**src/rtl/mmu_psum_collector_if.sv**
```systemverilog
// +--------------------------------------------------------------------------+
// | mmu_psum_collector_if : skewed psum input and row valid/ready output bus |
// | Revision 1.0                                                             |
// +--------------------------------------------------------------------------+
`timescale 1ns/1ps
`default_nettype none

interface mmu_psum_collector_if #(
    parameter int NUM_COL    = 4,
    parameter int PSUM_WIDTH = 32
) ();
    logic [NUM_COL*PSUM_WIDTH-1:0] psum_i;
    logic [NUM_COL-1:0]            psum_en_i;
    logic [NUM_COL*PSUM_WIDTH-1:0] out_data_o;
    logic                          out_valid_o;
    logic                          out_ready_i;

    // Driver side: MMU bottom row plus the downstream ready.
    modport master (
        output psum_i, psum_en_i, out_ready_i,
        input  out_data_o, out_valid_o
    );

    // Collector side.
    modport slave (
        input  psum_i, psum_en_i, out_ready_i,
        output out_data_o, out_valid_o
    );
endinterface

`default_nettype wire

```
**src/rtl/mmu_psum_collector.sv**
```systemverilog
// +--------------------------------------------------------------------------+
// | mmu_psum_collector : deskews staggered MMU psum columns into rows, FIFO  |
// | buffers them and flags overflow/skew. Option: MMU_COLLECT_RELU_EN clamps |
// | negative elements to zero on the read side. Revision 1.0                 |
// +--------------------------------------------------------------------------+
`timescale 1ns/1ps
`default_nettype none

module mmu_psum_collector #(
    parameter int NUM_COL    = 4,
    parameter int PSUM_WIDTH = 32,
    parameter int FIFO_DEPTH = 8,
    parameter int CNT_WIDTH  = 16
) (
    input  wire logic                        clk,
    input  wire logic                        rst_n,
    mmu_psum_collector_if.slave              bus,
    input  wire logic                        clr_i,
    output logic                             ovf_o,
    output logic                             skew_err_o,
    output logic [CNT_WIDTH-1:0]             row_cnt_o,
    output logic [$clog2(FIFO_DEPTH):0]      fifo_cnt_o
);

    localparam int                 AW        = $clog2(FIFO_DEPTH);
    localparam int                 ROW_W     = NUM_COL*PSUM_WIDTH;
    localparam logic [AW:0]        OCC_FULL  = (AW+1)'(FIFO_DEPTH);
    localparam logic [AW:0]        OCC_ONE   = (AW+1)'(1);
    localparam logic [AW-1:0]      PTR_ONE   = AW'(1);
    localparam logic [CNT_WIDTH-1:0] CNT_ONE = CNT_WIDTH'(1);

    logic [ROW_W-1:0]   aligned_data;
    logic [NUM_COL-1:0] aligned_en;

    // Column c needs NUM_COL-1-c stages so every column lines up with the last one.
    for (genvar c = 0; c < NUM_COL; c++) begin : g_col
        localparam int DEPTH = NUM_COL - 1 - c;
        if (DEPTH == 0) begin : g_pass
            assign aligned_data[c*PSUM_WIDTH +: PSUM_WIDTH] = bus.psum_i[c*PSUM_WIDTH +: PSUM_WIDTH];
            assign aligned_en[c]                            = bus.psum_en_i[c];
        end else begin : g_dly
            logic [PSUM_WIDTH:0] stage [DEPTH];
            always_ff @(posedge clk or negedge rst_n) begin
                if (!rst_n) begin
                    for (int i = 0; i < DEPTH; i++) stage[i] <= '0;
                end else begin
                    stage[0] <= {bus.psum_en_i[c], bus.psum_i[c*PSUM_WIDTH +: PSUM_WIDTH]};
                    for (int i = 1; i < DEPTH; i++) stage[i] <= stage[i-1];
                end
            end
            assign aligned_en[c]                            = stage[DEPTH-1][PSUM_WIDTH];
            assign aligned_data[c*PSUM_WIDTH +: PSUM_WIDTH] = stage[DEPTH-1][PSUM_WIDTH-1:0];
        end
    end

    logic [ROW_W-1:0]   row_data;
    logic [NUM_COL-1:0] row_en;

    always_ff @(posedge clk or negedge rst_n) begin
        if (!rst_n) begin
            row_data <= '0;
            row_en   <= '0;
        end else begin
            row_data <= aligned_data;
            row_en   <= aligned_en;
        end
    end

    logic             row_vld;
    logic             row_mixed;
    logic [ROW_W-1:0] mem [FIFO_DEPTH];
    logic [AW-1:0]    wr_ptr;
    logic [AW-1:0]    rd_ptr;
    logic [AW:0]      occ;
    logic             empty;
    logic             full;
    logic             pop;
    logic             push;
    logic             drop;
    logic             ovf;
    logic             skew_err;
    logic [CNT_WIDTH-1:0] row_cnt;

    assign row_vld   = &row_en;
    assign row_mixed = (|row_en) & ~row_vld;
    assign empty     = (occ == '0);
    assign full      = (occ == OCC_FULL);
    assign pop       = ~empty & bus.out_ready_i;
    // A pop in the same cycle frees the slot being written, so a full FIFO still accepts.
    assign push      = row_vld & (~full | pop);
    assign drop      = row_vld & full & ~pop;

    always_ff @(posedge clk) begin
        if (push) mem[wr_ptr] <= row_data;
    end

    always_ff @(posedge clk or negedge rst_n) begin
        if (!rst_n) begin
            wr_ptr <= '0;
            rd_ptr <= '0;
            occ    <= '0;
        end else begin
            if (push) wr_ptr <= wr_ptr + PTR_ONE;
            if (pop)  rd_ptr <= rd_ptr + PTR_ONE;
            case ({push, pop})
                2'b10:   occ <= occ + OCC_ONE;
                2'b01:   occ <= occ - OCC_ONE;
                default: occ <= occ;
            endcase
        end
    end

    always_ff @(posedge clk or negedge rst_n) begin
        if (!rst_n) begin
            ovf      <= 1'b0;
            skew_err <= 1'b0;
            row_cnt  <= '0;
        end else if (clr_i) begin
            ovf      <= 1'b0;
            skew_err <= 1'b0;
            row_cnt  <= '0;
        end else begin
            if (drop)      ovf      <= 1'b1;
            if (row_mixed) skew_err <= 1'b1;
            if (push)      row_cnt  <= row_cnt + CNT_ONE;
        end
    end

    logic [ROW_W-1:0] head;
    assign head = mem[rd_ptr];

    // Gated by empty so the unreset storage never leaks onto the output.
    for (genvar c = 0; c < NUM_COL; c++) begin : g_out
        logic [PSUM_WIDTH-1:0] elem;
        assign elem = head[c*PSUM_WIDTH +: PSUM_WIDTH];
`ifdef MMU_COLLECT_RELU_EN
        assign bus.out_data_o[c*PSUM_WIDTH +: PSUM_WIDTH] =
            (empty | elem[PSUM_WIDTH-1]) ? '0 : elem;
`else
        assign bus.out_data_o[c*PSUM_WIDTH +: PSUM_WIDTH] = empty ? '0 : elem;
`endif
    end

    assign bus.out_valid_o = ~empty;
    assign ovf_o           = ovf;
    assign skew_err_o      = skew_err;
    assign row_cnt_o       = row_cnt;
    assign fifo_cnt_o      = occ;

endmodule

`default_nettype wire

```
**src/flat_wrapper.sv**
```systemverilog
// flat-port wrapper written by rule: the top's interface ports become plain ports
module mmu_psum_collector_flat 
#(
    parameter int NUM_COL    = 4,
    parameter int PSUM_WIDTH = 32,
    parameter int FIFO_DEPTH = 8,
    parameter int CNT_WIDTH  = 16
)
  (clk, rst_n, clr_i, ovf_o, skew_err_o, row_cnt_o, fifo_cnt_o, bus_psum_i, bus_psum_en_i, bus_out_ready_i, bus_out_data_o, bus_out_valid_o);
  mmu_psum_collector_if #(.NUM_COL(NUM_COL), .PSUM_WIDTH(PSUM_WIDTH)) bus_i ();
  input  wire logic clk;
  input  wire logic rst_n;
  input  wire logic clr_i;
  output logic ovf_o;
  output logic skew_err_o;
  output logic [CNT_WIDTH-1:0] row_cnt_o;
  output logic [$clog2(FIFO_DEPTH):0] fifo_cnt_o;
  input wire logic [$bits(bus_i.psum_i)-1:0] bus_psum_i;
  input wire logic [$bits(bus_i.psum_en_i)-1:0] bus_psum_en_i;
  input wire logic [$bits(bus_i.out_ready_i)-1:0] bus_out_ready_i;
  output wire logic [$bits(bus_i.out_data_o)-1:0] bus_out_data_o;
  output wire logic [$bits(bus_i.out_valid_o)-1:0] bus_out_valid_o;
  assign bus_i.psum_i = bus_psum_i;
  assign bus_i.psum_en_i = bus_psum_en_i;
  assign bus_i.out_ready_i = bus_out_ready_i;
  assign bus_out_data_o = bus_i.out_data_o;
  assign bus_out_valid_o = bus_i.out_valid_o;
  mmu_psum_collector #(.NUM_COL(NUM_COL), .PSUM_WIDTH(PSUM_WIDTH), .FIFO_DEPTH(FIFO_DEPTH), .CNT_WIDTH(CNT_WIDTH)) u_core (.clk(clk), .rst_n(rst_n), .bus(bus_i), .clr_i(clr_i), .ovf_o(ovf_o), .skew_err_o(skew_err_o), .row_cnt_o(row_cnt_o), .fifo_cnt_o(fifo_cnt_o));
endmodule
```
**config.mk**
```make
export PLATFORM = sky130hd
export DESIGN_NAME = mmu_psum_collector_flat
export DESIGN_NICKNAME = d
export VERILOG_FILES = /design/src/rtl/mmu_psum_collector_if.sv /design/src/rtl/mmu_psum_collector.sv /design/src/flat_wrapper.sv
export SDC_FILE = /design/constraint.sdc
export NUM_CORES = 1
export LEC_CHECK = 0
export ABC_AREA = 1
export CAP_MARGIN = 20
export CORE_MARGIN = 4
export CORE_UTILIZATION = 25
export CTS_CLUSTER_DIAMETER = 200
export DETAILED_ROUTE_END_ITERATION = 8
export PLACE_DENSITY = 0.38
export SYNTH_ARGS = -nofsm -noshare
export SYNTH_HDL_FRONTEND = slang
export SYNTH_SLANG_ARGS = --single-unit
```
**constraint.sdc**
```tcl
create_clock -name clk -period 32.3 [get_ports clk]
set_input_delay 4.845 -clock clk [delete_from_list [all_inputs] [get_ports clk]]
set_output_delay 4.845 -clock clk [all_outputs]
set_load 0.01 [all_outputs]
```
==> load_flow_metrics.sql, run 1 <==
INSERT INTO impl_metrics (metric_group, metric, value, unit) VALUES
('placed_design', 'dp.cells', '6342', ''),
('synthesis', 'yosys.area.top_type', 'sky130_fd_sc_hd__edfxtp_1', ''),
('power_and_ir_drop', 'cellLeakagePower', '20.7', 'nW'),
('min_path', 'min_path_cells', '0', ''),
('synthesis', 'synthesis.yosys.warnings', '0', ''),
('cts', 'cts.repair_timing.setup_buffer_count', '0', ''),
('power_and_ir_drop', 'power_per_cell_area', '88.6', 'nW/um^2'),
('cts', 'h_tree_depth_reported_by_cts', '4', ''),
('floorplanning', 'rows', '163', ''),
('final_layout', 'commonest_cells_after_routing_fill_and_taps_aside', 'sky130_fd_sc_hd__nor2_1, sky130_fd_sc_hd__edfxtp_1, sky130_fd_sc_hd__o21ai_0', ''),
('synthesis', 'synth-seq-area-share', '79.6', '%'),
('floorplanning', 'ioPinCount', '287', ''),
('routing', 'post_drt_via_cell_ratio', '4.33', ''),
('synthesis', 'post_synth_instance_area', '49900', 'sq um'),
('worst_setup_path', 'cp.arrival', '5.95', 'ns'),
('floorplanning', 'fp.dieArea', '207000', 'sq um'),
('sta', 'finalMaxSlewViolations', '0', ''),
('grt', 'grt-ovfl-total', '0', ''),
('routing', 'first_drt_iteration_drcs', '2062', ''),
('placed_design', 'count_of_input_and_output_buffers', '286', ''),
('routing', 'dr_total_vias', '28795', ''),
('worst_setup_path', 'timing.critical_path.to_type', 'output port', ''),
('sta', 'period_needed', '10.80', 'ns'),
('synthesis', 'synth_seq_cells', '1382', ''),
('run_status', 'run_status', 'completed', ''),
('cts', 'ctsLongestPathBuffers', '3', ''),
('sta', 'timing.slew.headroom', '4.40', '%'),
('floorplanning', 'core_area', '198000', 'sq um'),
('synthesis', 'synthDistinctLibCells', '28', ''),
('min_path', 'min_path_type', 'reg2reg', ''),
('grt', 'wire_length_of_the_first_global_routing_pass', '203000', 'um'),
('cts', 'cts_made_buffers', '164', ''),
('cts', 'cts_root_buf', 'sky130_fd_sc_hd__clkbuf_16', ''),
('sta', 'grt_setup_unrepaired', 'false', ''),
('cts', 'numClockSinks', '1382', ''),
('synthesis', 'synthDominantCellAreaShare', '61.7', '%'),
('placed_design', 'gp_congestion', '0.690', ''),
('synthesis', 'syn-mean-instance-area', '13.9', 'sq um'),
('sta', 'hold_violations', '0', ''),
('grt', 'grt_antenna_before_repair', '15', ''),
('worst_setup_path', 'worst-r2r-setup-slack', '28.19', 'ns'),
('worst_setup_path', 'worst_ep_required_time', '27.45', 'ns'),
('sta', 'setup_violations', '0', ''),
('sta', 'finalWorstSetupSlack', '21.50', 'ns'),
('final_layout', 'layout_commonest_cell', 'sky130_fd_sc_hd__nor2_1', ''),
('run', 'max_cap_viol_count', '0', ''),
('worst_setup_path', 'critPathMaxFanout', '83', ''),
('routing', 'remaining_drc_errors', '0', ''),
('routing', 'detail_route.first_pass.iterations', '5', ''),
('final_layout', 'layout.nets', '4008', ''),
('cts', 'clock_insertion_delay_worst_skew', '0.79', 'ns'),
('synthesis', 'post_synth_main_area_contributors', 'sky130_fd_sc_hd__edfxtp_1, sky130_fd_sc_hd__dfrtp_1, sky130_fd_sc_hd__nor2_1', ''),
('cts', 'cts_resized', '0', ''),
('synthesis', 'synth_fp_nets', '3723', ''),
('floorplanning', 'die_width', '455', 'um'),
('cts', 'cts_tree', 'yes', ''),
('routing', 'drtAntennaViolNets', '0', ''),
('final_layout', 'fin_cells', '6653', ''),
('placed_design', 'place_hpwl', '66700', 'um'),
('sta', 'worst-slew-pin-transition', '1.43', 'ns'),
('worst_setup_path', 'worst-setup-path-type', 'reg2out', ''),
('routing', 'wl', '136000', 'um'),
('power_and_ir_drop', 'totalPowerFinal', '5.39', 'mW'),
('final_layout', 'final_layout_size_suffix_gt1_share', '7.41', '%'),
('final_layout', 'syn_to_final_growth', '21.9', '%'),
('worst_setup_path', 'worstRegToRegCells', '7', ''),
('sta', 'post-route-period-util', '33.4', '%'),
('cts', 'postCtsHoldBufs', '0', ''),
('cts', 'clkTransAtPathRegs', '0.05', 'ns'),
('sta', 'maximum_clock_frequency', '92.6', 'MHz'),
('grt', 'maximum_number_of_pins_on_one_net_before_global_route_repair', '202', ''),
('grt', 'gr-usage-all-layers', '13.1', '%'),
('routing', 'avgRoutedWirePerCell', '20.5', 'um'),
('floorplanning', 'die_h', '455', 'um'),
('grt', 'first_global_vias', '29965', ''),
('placed_design', 'dpl_worst_slack', '22.20', 'ns'),
('power_and_ir_drop', 'irDropWorstVdd', '117', 'uV'),
('floorplanning', 'starting_density', '25.2', '%'),
('sta', 'setup_total_negative_slack', '0', 'ns'),
('sta', 'skew', '0.0248', 'ns'),
('synthesis', 'synthCells', '3583', ''),
('worst_setup_path', 'cp-start-kind', 'register', '');
-- worst paths after layout --
check | startpoint | endpoint
worst max-delay path | u_core.rd_ptr[1] | bus_out_data_o[64]
worst max register to register | u_core.fifo_cnt_o[0] | u_core.mem[2][75]
worst min-delay path | u_core.g_col[0].g_dly.stage[44] | u_core.aligned_data[11]
min in group asynchronous | rst_n | u_core.g_col[1].g_dly.stage[52]
max in group asynchronous | rst_n | u_core.aligned_data[31]
worst min register to register | u_core.g_col[0].g_dly.stage[44] | u_core.aligned_data[11]
-- cells by family (layout without fill, tap and decap cells) --
kind of cell,after synthesis,in the layout,synth area share (%)
AO/OA/AOI/OAI,793,793,8.96
XOR/XNOR,4,4,0.0702
adder cells (fa/ha/maj),4,4,0.100
buffers and inverters,250,677,2.41
flip-flops,1382,1382,79.6
other,0,3,0
AND/OR/NAND/NOR,1150,1150,8.83
-- registers in the layout, summed over array words and instances, names as in the netlist --
name,cells
u_core.fifo_cnt_o,4
u_core.rd_ptr,3
u_core.row_data,128
u_core.row_en,4
u_core.mem,1024
u_core.g_col.g_dly.stage,132
u_core.wr_ptr,3
u_core.aligned_en,2
u_core.skew_err_o,1
u_core.aligned_data,64
u_core.row_cnt_o,16
u_core.ovf_o,1
-- metrics by stage --
stage | cell area (sq um) | hold WS, ns | utilization, %
3_3_place_gp | 55500 | 0.331 | 28.1
2_1_floorplan | 49900 | 0.331 | -
6_report | 60800 | 0.336 | 30.7
3_5_place_dp | 55500 | 0.335 | 28.1
5_1_grt | 60800 | 0.346 | 30.7
4_1_cts | 60800 | 0.344 | 30.7
-- routing by layer --
layer,up-vias,GRT usage [%],wire [um]
met3,209,2.69,6020
met4,0,3.70,3170
met5,-,0,0
met1,14537,17.6,62000
met2,593,21.6,65200
li1,13456,-,-
-- power breakdown --
group,total (mW),internal [mW],switching (mW)
clock,1.79,1.06,0.733
sequential,2.02,1.96,0.0577
combinational,1.58,0.585,0.991
-- area by class of cell --
class | instances | area (sq um)
diodes | 3 | 7.51
clock buffers | 245 | 4800
clock inverters | 63 | 490
fillers | 19757 | 137000
inverters | 36 | 148
multi-input cells | 1951 | 9010
flip-flops and latches | 1382 | 39700
well taps | 2640 | 3300
repair buffers | 333 | 3320
-- Yosys cell counts (all sizes together) --
master   number
nor2       1039
edfxtp     1024
o21ai       654
dfrtp       358
o32ai       128
clkbuf      115
buf          99
nand2        63
inv          36
nand4        17
nor3         15
nand3        13
a21oi         5
ha            4
xor2          4
o21bai        3
nor3b         1
o2111ai       1
o211a         1
o211ai        1
or2           1
or3           1
-- worst max-delay path, cell delays in order, from the launching register on --
cell and delay [ns]:
sky130_fd_sc_hd__dfrtp_4 0.70, sky130_fd_sc_hd__buf_4 0.63, sky130_fd_sc_hd__buf_4 0.71, sky130_fd_sc_hd__buf_4 0.79, sky130_fd_sc_hd__buf_4 0.79, sky130_fd_sc_hd__o21ai_0 0.21, sky130_fd_sc_hd__o21ai_1 0.15, sky130_fd_sc_hd__o21ai_0 0.08
sky130_fd_sc_hd__nor2_1 0.30, sky130_fd_sc_hd__clkdlybuf4s50_1 0.60
Power figures use the tool's default switching activity.
==> inputs of run 2 (changes only) <==
==> constraint.sdc (replaced) <==
create_clock -name clk -period 10.41 [get_ports clk]
set_input_delay 1.5615 -clock clk [delete_from_list [all_inputs] [get_ports clk]]
set_output_delay 1.5615 -clock clk [all_outputs]
set_load 0.01 [all_outputs]
==> run 2 against run 1 <==
Effect of this change:
- sequential power grew to 3.1 times the previous value
- routed wire length is 0.36% lower
- clock skew hardly changed
- count of clock-buffer cells in the layout is 4 lower
- clock power grew to 3.1 times the previous value
- via count is 0.53% lower
- first-iteration DRC count is 2.2% lower
- register-to-register slack worse by 21 ns
- global-route usage is 0.15 points lower
- worst hold slack better by 0.0015 ns
- critical path type unchanged
- critical endpoint is now bus_out_data_o[85]
- largest cell class unchanged
==> load_flow_metrics.sql, run 2 (same netlist as run 1, synthesis figures left out) <==
INSERT INTO impl_metrics (metric_group, metric, value, unit) VALUES
('worst_setup_path', 'cp.arrival', '4.76', 'ns'),
('sta', 'finalMaxSlewViolations', '0', ''),
('floorplanning', 'fp.dieArea', '207000', 'sq um'),
('grt', 'grt-ovfl-total', '0', ''),
('final_layout', 'final_layout_size_suffix_gt1_share', '7.34', '%'),
('cts', 'cts_tree', 'yes', ''),
('placed_design', 'place_hpwl', '65500', 'um'),
('final_layout', 'design_area', '60800', 'sq um'),
('grt', 'maximum_number_of_pins_on_one_net_before_global_route_repair', '201', ''),
('cts', 'ctsLongestPathBuffers', '3', ''),
('placed_design', 'placed_cell_area', '55600', 'sq um'),
('final_layout', 'largest_register_ff_count', '1024', ''),
('sta', 'grt_setup_unrepaired', 'false', ''),
('sta', 'setup_violations', '0', ''),
('power_and_ir_drop', 'power_per_cell_area', '275', 'nW/um^2'),
('final_layout', 'layout_commonest_cell', 'sky130_fd_sc_hd__nor2_1', ''),
('placed_design', 'dp.cells', '6339', ''),
('min_path', 'min_path_type', 'reg2reg', ''),
('final_layout', 'commonest_cells_after_routing_fill_and_taps_aside', 'sky130_fd_sc_hd__nor2_1, sky130_fd_sc_hd__edfxtp_1, sky130_fd_sc_hd__o21ai_0', ''),
('cts', 'clock_insertion_delay_worst_skew', '0.80', 'ns'),
('routing', 'detail_route.first_pass.iterations', '5', ''),
('sta', 'period_needed', '6.32', 'ns'),
('cts', 'cts_made_buffers', '163', ''),
('run_status', 'run_status', 'completed', ''),
('sta', 'skew', '0.0252', 'ns'),
('final_layout', 'layout.filler_cells', '19750', ''),
('cts', 'numClockSinks', '1382', ''),
('power_and_ir_drop', 'cellLeakagePower', '20.7', 'nW'),
('sta', 'worst-slew-pin-transition', '1.27', 'ns'),
('worst_setup_path', 'timing.rr.start', 'u_core.fifo_cnt_o[0]', ''),
('final_layout', 'fin_cells', '6651', ''),
('worst_setup_path', 'cp-start-kind', 'register', ''),
('run', 'max_cap_viol_count', '0', ''),
('cts', 'cts_root_buf', 'sky130_fd_sc_hd__clkbuf_16', ''),
('final_layout', 'max_flop_register', 'u_core.mem', ''),
('sta', 'timing.slew.headroom', '15.3', '%'),
('final_layout', 'layout.nets', '4004', ''),
('min_path', 'worst_hold_startpoint', 'u_core.aligned_data[18]', ''),
('floorplanning', 'ioPinCount', '287', ''),
('worst_setup_path', 'crit_end', 'bus_out_data_o[85]', ''),
('worst_setup_path', 'crit_start', 'u_core.rd_ptr[0]', ''),
('sta', 'hold-worst-slack', '0.338', 'ns'),
('grt', 'gr-usage-all-layers', '13.0', '%'),
('sta', 'finalWorstSetupSlack', '4.09', 'ns'),
('final_layout', 'reg.largest.list', 'u_core.mem (1024), u_core.g_col.g_dly.stage (132), u_core.row_data (128)', ''),
('floorplanning', 'core_area', '198000', 'sq um'),
('cts', 'cts_resized', '0', ''),
('routing', 'drtAntennaViolNets', '0', ''),
('grt', 'wire_length_of_the_first_global_routing_pass', '200000', 'um'),
('floorplanning', 'die_h', '455', 'um'),
('sta', 'post-route-period-util', '60.7', '%'),
('floorplanning', 'rows', '163', ''),
('min_path', 'min_path_cells', '0', ''),
('final_layout', 'post-route-util', '30.8', '%'),
('sta', 'setup_total_negative_slack', '0', 'ns'),
('power_and_ir_drop', 'irDropWorstVdd', '188', 'uV'),
('final_layout', 'multiInputGateArea', '9030', 'sq um'),
('sta', 'hold_violations', '0', ''),
('routing', 'wl', '136000', 'um'),
('routing', 'first_drt_iteration_drcs', '2016', ''),
('cts', 'h_tree_depth_reported_by_cts', '4', ''),
('routing', 'avgRoutedWirePerCell', '20.4', 'um'),
('sta', 'maximum_clock_frequency', '158', 'MHz'),
('worst_setup_path', 'worst-setup-path-type', 'reg2out', ''),
('worst_setup_path', 'worst_ep_required_time', '8.85', 'ns'),
('placed_design', 'count_of_input_and_output_buffers', '286', ''),
('cts', 'cts.repair_timing.setup_buffer_count', '0', ''),
('placed_design', 'gp_congestion', '0.697', ''),
('worst_setup_path', 'timing.critical_path.to_type', 'output port', ''),
('grt', 'grt_antenna_before_repair', '8', ''),
('worst_setup_path', 'worst-r2r-setup-slack', '6.78', 'ns'),
('routing', 'dr_total_vias', '28643', ''),
('cts', 'clkTransAtPathRegs', '0.07', 'ns'),
('final_layout', 'sequential_area', '39700', 'sq um'),
('routing', 'post_drt_via_cell_ratio', '4.31', ''),
('worst_setup_path', 'critPathMaxFanout', '172', ''),
('routing', 'remaining_drc_errors', '0', ''),
('placed_design', 'dpl_worst_slack', '4.86', 'ns'),
('floorplanning', 'die_width', '455', 'um'),
('grt', 'first_global_vias', '29004', ''),
('final_layout', 'syn_to_final_growth', '22.0', '%'),
('cts', 'postCtsHoldBufs', '0', ''),
('worst_setup_path', 'timing.rr.end', 'u_core.mem[1][69]', ''),
('floorplanning', 'starting_density', '25.2', '%'),
('power_and_ir_drop', 'totalPowerFinal', '16.7', 'mW'),
('worst_setup_path', 'worstRegToRegCells', '7', '');
## run 2: cell count changes in the layout (fill, tap and decap cells not counted), sizes merged
cell	before	now
clkbuf	245	241
inv	42	48
clkinv	51	46
diode	3	5
buf	48	45
bufinv	4	6
## run 2: where the power goes
group	total, mW	leakage (nW)	internal, mW	switching [mW]
logic	4.89	4.69	1.83	3.07
clock network	5.57	2.57	3.25	2.32
registers	6.28	13.4	6.08	0.194
total	16.7	20.7	11.2	5.58
## run 2: routing by layer
metal	track usage, %	vias up	routed length [um]
met5	0	-	20
met4	3.58	2	2920
met2	20.8	542	63700
met1	18.0	14457	63800
li1	-	13457	-
met3	2.42	185	5460
## run 2: worst min path at each step
stage / end / slack, ns
floorplan: u_core.aligned_data[0] / 0.33
global placement: u_core.row_data[9] / 0.33
detailed placement: u_core.aligned_data[15] / 0.33
CTS: u_core.row_data[65] / 0.34
global route: u_core.aligned_data[50] / 0.34
finish: u_core.row_data[18] / 0.34
## run 2: layout make-up
cell class / count / area share, %
clock buffer: 241 / 7.60
antenna: 5 / 0.0206
sequential: 1382 / 65.3
inverter: 36 / 0.243
multi-input combinational: 1951 / 14.8
timing repair buffer: 330 / 5.52
tap: 2640 / 5.43
clock inverter: 66 / 1.06
## run 2: worst max-delay path, stage by stage, from the launching register on
cell and delay (ns):
sky130_fd_sc_hd__dfrtp_4 0.76, sky130_fd_sc_hd__inv_8 0.83, sky130_fd_sc_hd__buf_12 0.44, sky130_fd_sc_hd__o21ai_0 0.23, sky130_fd_sc_hd__o21ai_1 0.12, sky130_fd_sc_hd__o21ai_0 0.08
sky130_fd_sc_hd__nor2_1 0.35, sky130_fd_sc_hd__clkdlybuf4s50_1 0.61
